## src/rtl/tmr_fault_manager_pkg.sv

```systemverilog
// Shared types for the TMR fault manager: FSM states, core indices and the fault vector type.
// Imported by tmr_fault_manager and tmr_recovery_counter.
package tmr_pkg;

    typedef enum logic [2:0] {
        IDLE,
        CONFIRM,
        STALL,
        RESET,
        RELEASE,
        FATAL
    } tmr_state_t;

    localparam int CORE_A = 2;
    localparam int CORE_B = 1;
    localparam int CORE_C = 0;

    typedef logic [2:0] fault_vec_t;

    // Two or more simultaneous faults leave the voter without a majority.
    function automatic logic [1:0] popcount3(input fault_vec_t v);
        return {1'b0, v[CORE_A]} + {1'b0, v[CORE_B]} + {1'b0, v[CORE_C]};
    endfunction

endpackage

```

## src/rtl/tmr_recovery_counter.sv

```systemverilog
// Per-core 8-bit saturating recovery counter with synchronous clear.
// o_dead is a sticky registered flag raised once the count reaches MAX_RECOVERIES.
module tmr_recovery_counter
    import tmr_pkg::*;
#(
    parameter int MAX_RECOVERIES = 3
) (
    input  logic       clk,
    input  logic       rst_n,
    input  logic       i_clear,
    input  logic       i_inc,
    output logic [7:0] o_count,
    output logic       o_dead
);

    logic [7:0] r_count;
    logic       r_dead;
    logic [7:0] w_count_next;

    assign w_count_next = (r_count == 8'hFF) ? r_count : r_count + 8'd1;

    // The dead flag is evaluated against the post-increment value so it rises together with the count.
    always_ff @(posedge clk or negedge rst_n) begin
        if (!rst_n) begin
            r_count <= '0;
            r_dead  <= 1'b0;
        end else if (i_clear) begin
            r_count <= '0;
            r_dead  <= 1'b0;
        end else if (i_inc) begin
            r_count <= w_count_next;
            r_dead  <= r_dead | ({24'd0, w_count_next} >= 32'(MAX_RECOVERIES));
        end
    end

    assign o_count = r_count;
    assign o_dead  = r_dead;

endmodule

```

## src/rtl/tmr_fault_manager.sv

```systemverilog
// Debounces TMR voter fault flags, stalls the cluster and pulses reset into the single faulty core.
// Define TMR_FM_TIMESTAMP_EN to build a cycle counter that stamps each confirmed fault.
module tmr_fault_manager
    import tmr_pkg::*;
#(
    parameter int PERSIST_CYCLES = 4,
    parameter int RESET_CYCLES   = 16,
    parameter int MAX_RECOVERIES = 3
) (
    input  logic        clk,
    input  logic        rst_n,
    input  logic [2:0]  fault_flags_i,
    input  logic        disagreement_i,
    input  logic        clear_i,
    output logic [2:0]  core_rst_n_o,
    output logic        stall_o,
    output logic [2:0]  core_dead_o,
    output logic        fatal_o,
    output logic        irq_o,
    output logic [23:0] recov_cnt_o,
    output logic [15:0] transient_cnt_o,
    output logic [31:0] last_fault_ts_o
);

    localparam logic [7:0]  PERSIST_LAST = 8'(PERSIST_CYCLES - 1);
    localparam logic [15:0] RESET_LOAD   = 16'(RESET_CYCLES - 1);

    tmr_state_t r_state;
    tmr_state_t w_state_next;
    fault_vec_t r_vec;
    fault_vec_t w_vec_next;
    fault_vec_t r_target;
    fault_vec_t w_target_next;
    logic [7:0]  r_cnt;
    logic [7:0]  w_cnt_next;
    logic [15:0] r_timer;
    logic [15:0] w_timer_next;

    logic [2:0]  r_core_rst_n;
    logic        r_stall;
    logic        r_fatal;
    logic        r_irq;
    logic [15:0] r_trans;

    fault_vec_t w_mask;
    logic [2:0] w_dead;
    logic [2:0] w_recov_inc;
    logic       w_confirm;
    logic       w_trans_inc;
    logic       w_clear;

    // The voter's disagreement line carries no extra information once the per-core flags are debounced.
    logic w_unused_disagreement;
    assign w_unused_disagreement = disagreement_i;

    assign w_mask = fault_flags_i & ~w_dead;

    always_ff @(posedge clk or negedge rst_n) begin
        if (!rst_n) begin
            r_state  <= IDLE;
            r_vec    <= '0;
            r_cnt    <= '0;
            r_timer  <= '0;
            r_target <= '0;
        end else begin
            r_state  <= w_state_next;
            r_vec    <= w_vec_next;
            r_cnt    <= w_cnt_next;
            r_timer  <= w_timer_next;
            r_target <= w_target_next;
        end
    end

    // Flags are only looked at in IDLE and CONFIRM; clear only in IDLE and FATAL.
    always_comb begin
        w_state_next  = r_state;
        w_vec_next    = r_vec;
        w_cnt_next    = r_cnt;
        w_timer_next  = r_timer;
        w_target_next = r_target;
        w_recov_inc   = '0;
        w_confirm     = 1'b0;
        w_trans_inc   = 1'b0;
        w_clear       = 1'b0;

        case (r_state)
            IDLE: begin
                if (clear_i) begin
                    w_clear = 1'b1;
                end else if (w_mask != '0) begin
                    w_vec_next   = w_mask;
                    w_cnt_next   = 8'd1;
                    w_state_next = CONFIRM;
                end
            end
            CONFIRM: begin
                if (w_mask == '0) begin
                    w_trans_inc  = 1'b1;
                    w_state_next = IDLE;
                end else if (w_mask != r_vec) begin
                    w_vec_next = w_mask;
                    w_cnt_next = 8'd1;
                end else if (r_cnt >= PERSIST_LAST) begin
                    w_confirm  = 1'b1;
                    w_cnt_next = r_cnt + 8'd1;
                    if ((popcount3(r_vec) >= 2'd2) || (w_dead != '0)) begin
                        w_state_next = FATAL;
                    end else begin
                        w_target_next = r_vec;
                        w_state_next  = STALL;
                    end
                end else begin
                    w_cnt_next = r_cnt + 8'd1;
                end
            end
            STALL: begin
                w_recov_inc  = r_target;
                w_timer_next = RESET_LOAD;
                w_state_next = RESET;
            end
            RESET: begin
                if (r_timer == '0) begin
                    w_timer_next = 16'd1;
                    w_state_next = RELEASE;
                end else begin
                    w_timer_next = r_timer - 16'd1;
                end
            end
            RELEASE: begin
                if (r_timer == '0) begin
                    w_state_next = IDLE;
                end else begin
                    w_timer_next = r_timer - 16'd1;
                end
            end
            FATAL: begin
                if (clear_i) begin
                    w_clear      = 1'b1;
                    w_state_next = IDLE;
                end
            end
            default: begin
                w_state_next = IDLE;
            end
        endcase
    end

    // Outputs are decoded from the next state so every port comes straight from a flop.
    always_ff @(posedge clk or negedge rst_n) begin
        if (!rst_n) begin
            r_core_rst_n <= 3'b111;
            r_stall      <= 1'b0;
            r_fatal      <= 1'b0;
            r_irq        <= 1'b0;
            r_trans      <= '0;
        end else begin
            r_core_rst_n <= (w_state_next == RESET) ? ~w_target_next : 3'b111;
            r_stall      <= (w_state_next != IDLE) && (w_state_next != CONFIRM);
            r_fatal      <= (w_state_next == FATAL);
            r_irq        <= ((r_state == RELEASE) && (w_state_next == IDLE)) ||
                            ((r_state != FATAL) && (w_state_next == FATAL));
            if (w_clear) begin
                r_trans <= '0;
            end else if (w_trans_inc && (r_trans != 16'hFFFF)) begin
                r_trans <= r_trans + 16'd1;
            end
        end
    end

    for (genvar gi = 0; gi < 3; gi++) begin : g_core
        tmr_recovery_counter #(
            .MAX_RECOVERIES(MAX_RECOVERIES)
        ) u_recovery_counter (
            .clk     (clk),
            .rst_n   (rst_n),
            .i_clear (w_clear),
            .i_inc   (w_recov_inc[gi]),
            .o_count (recov_cnt_o[gi*8 +: 8]),
            .o_dead  (w_dead[gi])
        );
    end

`ifdef TMR_FM_TIMESTAMP_EN
    logic [31:0] r_cycle;
    logic [31:0] r_last_ts;

    // Free-running counter; its pre-increment value is the timestamp of a confirming edge.
    always_ff @(posedge clk or negedge rst_n) begin
        if (!rst_n) begin
            r_cycle   <= '0;
            r_last_ts <= '0;
        end else begin
            r_cycle <= r_cycle + 32'd1;
            if (w_confirm) begin
                r_last_ts <= r_cycle;
            end
        end
    end

    assign last_fault_ts_o = r_last_ts;
`else
    logic w_unused_confirm;
    assign w_unused_confirm = w_confirm;
    assign last_fault_ts_o  = '0;
`endif

    assign core_rst_n_o    = r_core_rst_n;
    assign stall_o         = r_stall;
    assign core_dead_o     = w_dead;
    assign fatal_o         = r_fatal;
    assign irq_o           = r_irq;
    assign transient_cnt_o = r_trans;

endmodule

```

## config.mk

```make
export PLATFORM = sky130hd
export DESIGN_NAME = tmr_fault_manager
export DESIGN_NICKNAME = d
export VERILOG_FILES = /design/src/rtl/tmr_fault_manager_pkg.sv /design/src/rtl/tmr_recovery_counter.sv /design/src/rtl/tmr_fault_manager.sv
export SDC_FILE = /design/constraint.sdc
export NUM_CORES = 1
export LEC_CHECK = 0
export CORE_UTILIZATION = 45
export CTS_CLUSTER_SIZE = 10
export DETAILED_ROUTE_END_ITERATION = 8
export PLACE_DENSITY = 0.7
export SETUP_SLACK_MARGIN = 0.5
export SLEW_MARGIN = 10
export SYNTH_ARGS = -nofsm -noshare
export SYNTH_HDL_FRONTEND = slang
export SYNTH_SLANG_ARGS = --single-unit
```

## constraint.sdc

```tcl
create_clock -name clk -period 2.96 [get_ports clk]
set_clock_uncertainty 0.15 [all_clocks]
set_input_delay 0.888 -clock clk [delete_from_list [all_inputs] [get_ports clk]]
set_output_delay 0.888 -clock clk [all_outputs]
set_load 0.01 [all_outputs]
```

==> Implementation_results.wiki <==
{| class="wikitable"
! Metric !! Value
|-
| Result of the run || complete, no violations
|-
| CP arrival || 2.60 ns
|-
| Initial DRC count || 178
|-
| Sinks on the clock net || 82
|-
| Final period demand of the worst path || 2.50 ns
|-
| DRC violation count after routing || 0
|-
| Maximum clock path buffer count || 2
|-
| Latest clock arrival within the worst-skew pair || 0.37 ns
|-
| Share of layout cells above drive strength 1 || 0.249
|-
| Setup ws final || 0.464 ns
|-
| Total count of hold-check failures in the final report || 0
|-
| Number of enable flip-flop cells after synthesis || 0
|-
| Hold-critical path depth || 1
|-
| Critical path class || in -> reg
|-
| Critical-path maximum fanout || 4
|-
| Switching power || 1.39 mW
|-
| Net switching fraction of the power || 0.370
|-
| Number of nets at the end of the flow || 664
|-
| Cell count of the worst reg-to-reg path || 5
|-
| Internal Pwr Total || 2.37 mW
|-
| Initial core utilization || 0.473
|-
| Number of buffers inserted during clock tree synthesis || 9
|-
| Maximum clock frequency || 401 MHz
|-
| P per Cell Area || 596 nW/µm²
|-
| Capture point of the worst reg-to-reg path || transient_cnt_o[5]
|-
| Async S/R FF share, synth || 1.00
|-
| Routed wirelength normalized by instance count || 16.0 µm
|-
| Root buffer cell || sky130_fd_sc_hd__clkbuf_8
|-
| Aggregate global-route resource usage || 0.221
|-
| Final cycle utilization of the critical path || 0.843
|-
| Relative max-transition margin || 0.639
|-
| Seq cells post-synth || 82
|-
| Kind of end point of the critical path || register
|-
| Number of setup violations in the final report || 0
|-
| Unrepaired setup endpoints after global routing || true
|-
| Worst hold slack || 0.311 ns
|-
| Cell total after placement || 741
|-
| FF-to-FF setup slack || 0.56 ns
|-
| Core area || 10500 µm²
|-
| Row count || 37
|-
| Instance count on the critical path || 6
|-
| MaxCap Viol Count || 0
|-
| Number of standard cells after synthesis || 541
|-
| Cell variety after synth || 60
|-
| Global-route wire length before repair || 20100 µm
|-
| Peak supply drop || 0.284 mV
|-
| Pin count of the biggest net entering global routing || 34
|-
| Sum of buffers and inverters on the critical path || 1
|-
| Sum of routed wire length over all layers || 12700 µm
|-
| Post-placement setup slack || -0.336 ns
|-
| Number of input and output port buffers inserted || 54
|-
| Via density per instance || 5.82
|-
| Reg clk slew, reported paths || 0.08 ns
|-
| Pre-Repair DR Iteration Count || 5
|-
| I/O Pins || 88
|-
| Launch point of the worst hold path || r_target[1]
|-
| Worst Hold Class || reg -> reg
|-
| Post-Synthesis Mean Instance Area || 9.18 µm²
|-
| Endpoint of the worst hold-timing path || core_rst_n_o[1]
|-
| Antenna violations before repair || 0
|-
| Post-detail-place hpwl || 8510 µm
|-
| Post-synthesis to final-layout area growth || 27.3%
|-
| Overall power of the completed layout || 3.77 mW
|-
| Fill cell total of the finished layout || 907
|-
| Die Footprint || 11500 µm²
|-
| Cell with the largest stage delay on the worst path || sky130_fd_sc_hd__or4b_4
|-
| Post-route ant nets || 0
|-
| Final antenna diode count || 0
|-
| Die extent in x || 107 µm
|-
| Via count of the first global-routing pass || 4347
|-
| Ys Warns || 0
|-
| Share of total power in sequential cells || 0.407
|-
| Kind of launch point of the worst setup path || primary input
|-
| Number of vias after detailed routing || 4605
|-
| Fraction of power consumed by combinational cells || 0.382
|-
| Biggest cell delay along the critical path || 0.55 ns
|-
| Pins over their slew limit || 0
|-
| Reg-to-reg critical path startpoint || r_state[2]
|-
| Cells traversed along the worst timing path || buf_6 -> nor2b_4 -> xor2_1 -> or4b_4 -> or4_4 -> mux2_4
|-
| DIE HEIGHT || 107 µm
|-
| Leakage power figure || 2.79 nW
|-
| Total number of H-tree levels || 3
|-
| Number of buffers inserted by hold repair at cts || 0
|-
| Seq/Total Area, Yosys || 0.414
|-
| Pin slew with the least headroom to its limit || 0.536 ns
|-
| Data required time at the worst endpoint || 3.06 ns
|-
| Placer Congestion || 0.891
|-
| Most frequently used flop master after synthesis || sky130_fd_sc_hd__dfrtp_1
|-
| Post-layout utilization of the core || 0.602
|-
| Power share of the clock group || 0.212
|-
| Non-filler cells in the finished layout || 791
|-
| Area of the mapped netlist || 4970 µm²
|-
| Total gr overflow || 0
|-
| TritonCTS clock tree || done
|-
| Cell family with the largest share of critical-path delay || simple AND/OR/NAND/NOR gates
|}
==> synth_stat cells (3+ instances only) <==
cell	count	area (µm²)
sky130_fd_sc_hd__and3_1	10	62.6
sky130_fd_sc_hd__nor2b_1	13	81.3
sky130_fd_sc_hd__nor4b_1	3	26.3
sky130_fd_sc_hd__o31ai_1	9	67.6
sky130_fd_sc_hd__or3b_2	3	26.3
sky130_fd_sc_hd__nand4_1	14	87.6
sky130_fd_sc_hd__a21oi_1	33	165
sky130_fd_sc_hd__o311ai_0	5	43.8
sky130_fd_sc_hd__nand2_1	46	173
sky130_fd_sc_hd__clkbuf_1	16	60.1
sky130_fd_sc_hd__xor2_1	11	96.3
sky130_fd_sc_hd__mux2i_1	5	50.1
sky130_fd_sc_hd__a22o_1	10	87.6
sky130_fd_sc_hd__and2_1	3	18.8
sky130_fd_sc_hd__nor2_1	33	124
sky130_fd_sc_hd__a311oi_1	5	43.8
sky130_fd_sc_hd__dfstp_2	3	78.8
sky130_fd_sc_hd__nand3_1	29	145
sky130_fd_sc_hd__or4_1	7	52.6
sky130_fd_sc_hd__nor3b_1	4	30.0
sky130_fd_sc_hd__inv_1	9	33.8
sky130_fd_sc_hd__nand2b_1	8	50.1
sky130_fd_sc_hd__a31o_2	3	26.3
sky130_fd_sc_hd__nor3_1	15	75.1
sky130_fd_sc_hd__a211oi_1	6	45.0
sky130_fd_sc_hd__and4_1	10	87.6
sky130_fd_sc_hd__or4b_1	3	30.0
sky130_fd_sc_hd__a41oi_1	3	26.3
sky130_fd_sc_hd__buf_4	35	263
sky130_fd_sc_hd__nor4_1	10	62.6
sky130_fd_sc_hd__a31oi_1	7	43.8
sky130_fd_sc_hd__or3_1	5	31.3
sky130_fd_sc_hd__a21o_1	4	30.0
sky130_fd_sc_hd__ha_1	7	87.6
sky130_fd_sc_hd__mux2_2	8	90.1
sky130_fd_sc_hd__xnor2_1	7	61.3
sky130_fd_sc_hd__o21ai_0	30	150
sky130_fd_sc_hd__dfrtp_1	79	1980
==> routing by layer <==
metal  vias to the layer above  part of all wire  wire (µm)  global-route usage
met5                         -                 0          0                   0
met4                         0             0.017        213              0.0763
met3                        23             0.051        642              0.0517
met2                       155              0.51       6400               0.379
met1                      2252              0.43       5410               0.271
li1                       2175                 -          -                   -
==> worst register-to-register path: cells and delay by family (launching register included) <==
| kind | cells | cell delay, ns |
|---|---|---|
| and+or+nand+nor | 3 | 1.29 |
| DFF | 1 | 0.53 |
| AOI/OAI and AO/OA | 2 | 0.38 |
==> state kept, by name, summed over array words and instances, names as in the netlist <==
signal,cells
core_rst_n_o,3
fatal_o,1
g_core.u_recovery_counter.o_count,24
g_core.u_recovery_counter.o_dead,3
irq_o,1
r_cnt,8
r_state,3
r_target,3
r_timer,16
r_vec,3
stall_o,1
transient_cnt_o,16
==> area by class of cell <==
| type | count | area [µm²] | share of cell area |
|---|---|---|---|
| Sequential cell | 82 | 2090 | 0.331 |
| Tap cell | 136 | 170 | 0.0269 |
| Multi-Input combinational cell | 426 | 2780 | 0.439 |
| Inverter | 9 | 33.8 | 0.00534 |
| Timing Repair Buffer | 122 | 1060 | 0.167 |
| Clock buffer | 13 | 169 | 0.0267 |
| Clock inverter | 3 | 21.3 | 0.00336 |
==> through the flow <==
step / setup TNS (ns) / cell area (µm²)
CTS: 0 / 6060
floorplan: 0 / 5160
global placement: -4.39 / 5750
global route: 0 / 6320
detailed placement: -5.89 / 5750
finish: 0 / 6320
==> cells in the final DEF (no fill, tap or decap), types with 12 or more instances in the layout <==
| cell type | n |
|---|---|
| sky130_fd_sc_hd__a21oi_1 | 32 |
| sky130_fd_sc_hd__conb_1 | 32 |
| sky130_fd_sc_hd__nor2_1 | 32 |
| sky130_fd_sc_hd__dfrtp_2 | 31 |
| sky130_fd_sc_hd__buf_4 | 65 |
| sky130_fd_sc_hd__clkdlybuf4s50_1 | 46 |
| sky130_fd_sc_hd__o21ai_0 | 29 |
| sky130_fd_sc_hd__nand3_1 | 29 |
| sky130_fd_sc_hd__nand4_1 | 14 |
| sky130_fd_sc_hd__clkbuf_8 | 12 |
| sky130_fd_sc_hd__nor3_1 | 13 |
| sky130_fd_sc_hd__nand2_1 | 45 |
| sky130_fd_sc_hd__dfrtp_1 | 48 |
==> what timing repair did <==
action                                 CTS  global route
gates resized for setup                 43            25
pin swaps                                3             4
buffers inserted                         9            25
setup endpoints to repair               66            43
endpoints found under the hold margin    0             0
==> power by group through the flow <==
stage / clock (mW) / sequential, mW / combinational (mW)
final: 0.797 / 1.53 / 1.44
after global placement: 0 / 1.53 / 1.23
after CTS: 0.816 / 1.52 / 1.35
after global routing: 0.859 / 1.56 / 1.58
after detailed placement: 0 / 1.54 / 1.27
after floorplan: 0 / 1.50 / 0.858
==> worst max-delay path by stage <==
| stage | end | from | slack, ns |
|---|---|---|---|
| global route | r_target[1] | fault_flags_i[2] | 0.45 |
| floorplan | r_target[1] | fault_flags_i[1] | 0.24 |
| global placement | r_target[1] | fault_flags_i[1] | -0.29 |
| CTS | r_target[1] | fault_flags_i[2] | 0.38 |
| finish | r_target[1] | fault_flags_i[2] | 0.46 |
| detailed placement | r_target[1] | fault_flags_i[1] | -0.34 |
==> cells by family (layout without fill, tap and decap cells) <==
kind of cell,count (synthesis),in the layout,share of synthesized area
compound gates,133,133,0.179
xor+xnor,18,18,0.0317
fa+ha+maj,7,7,0.0176
buf+inv,64,147,0.0784
flops,82,82,0.414
mux,13,13,0.0282
other cells,1,32,0.000755
simple gates,223,223,0.251
Note: power is estimated with default switching activity, not from simulation.
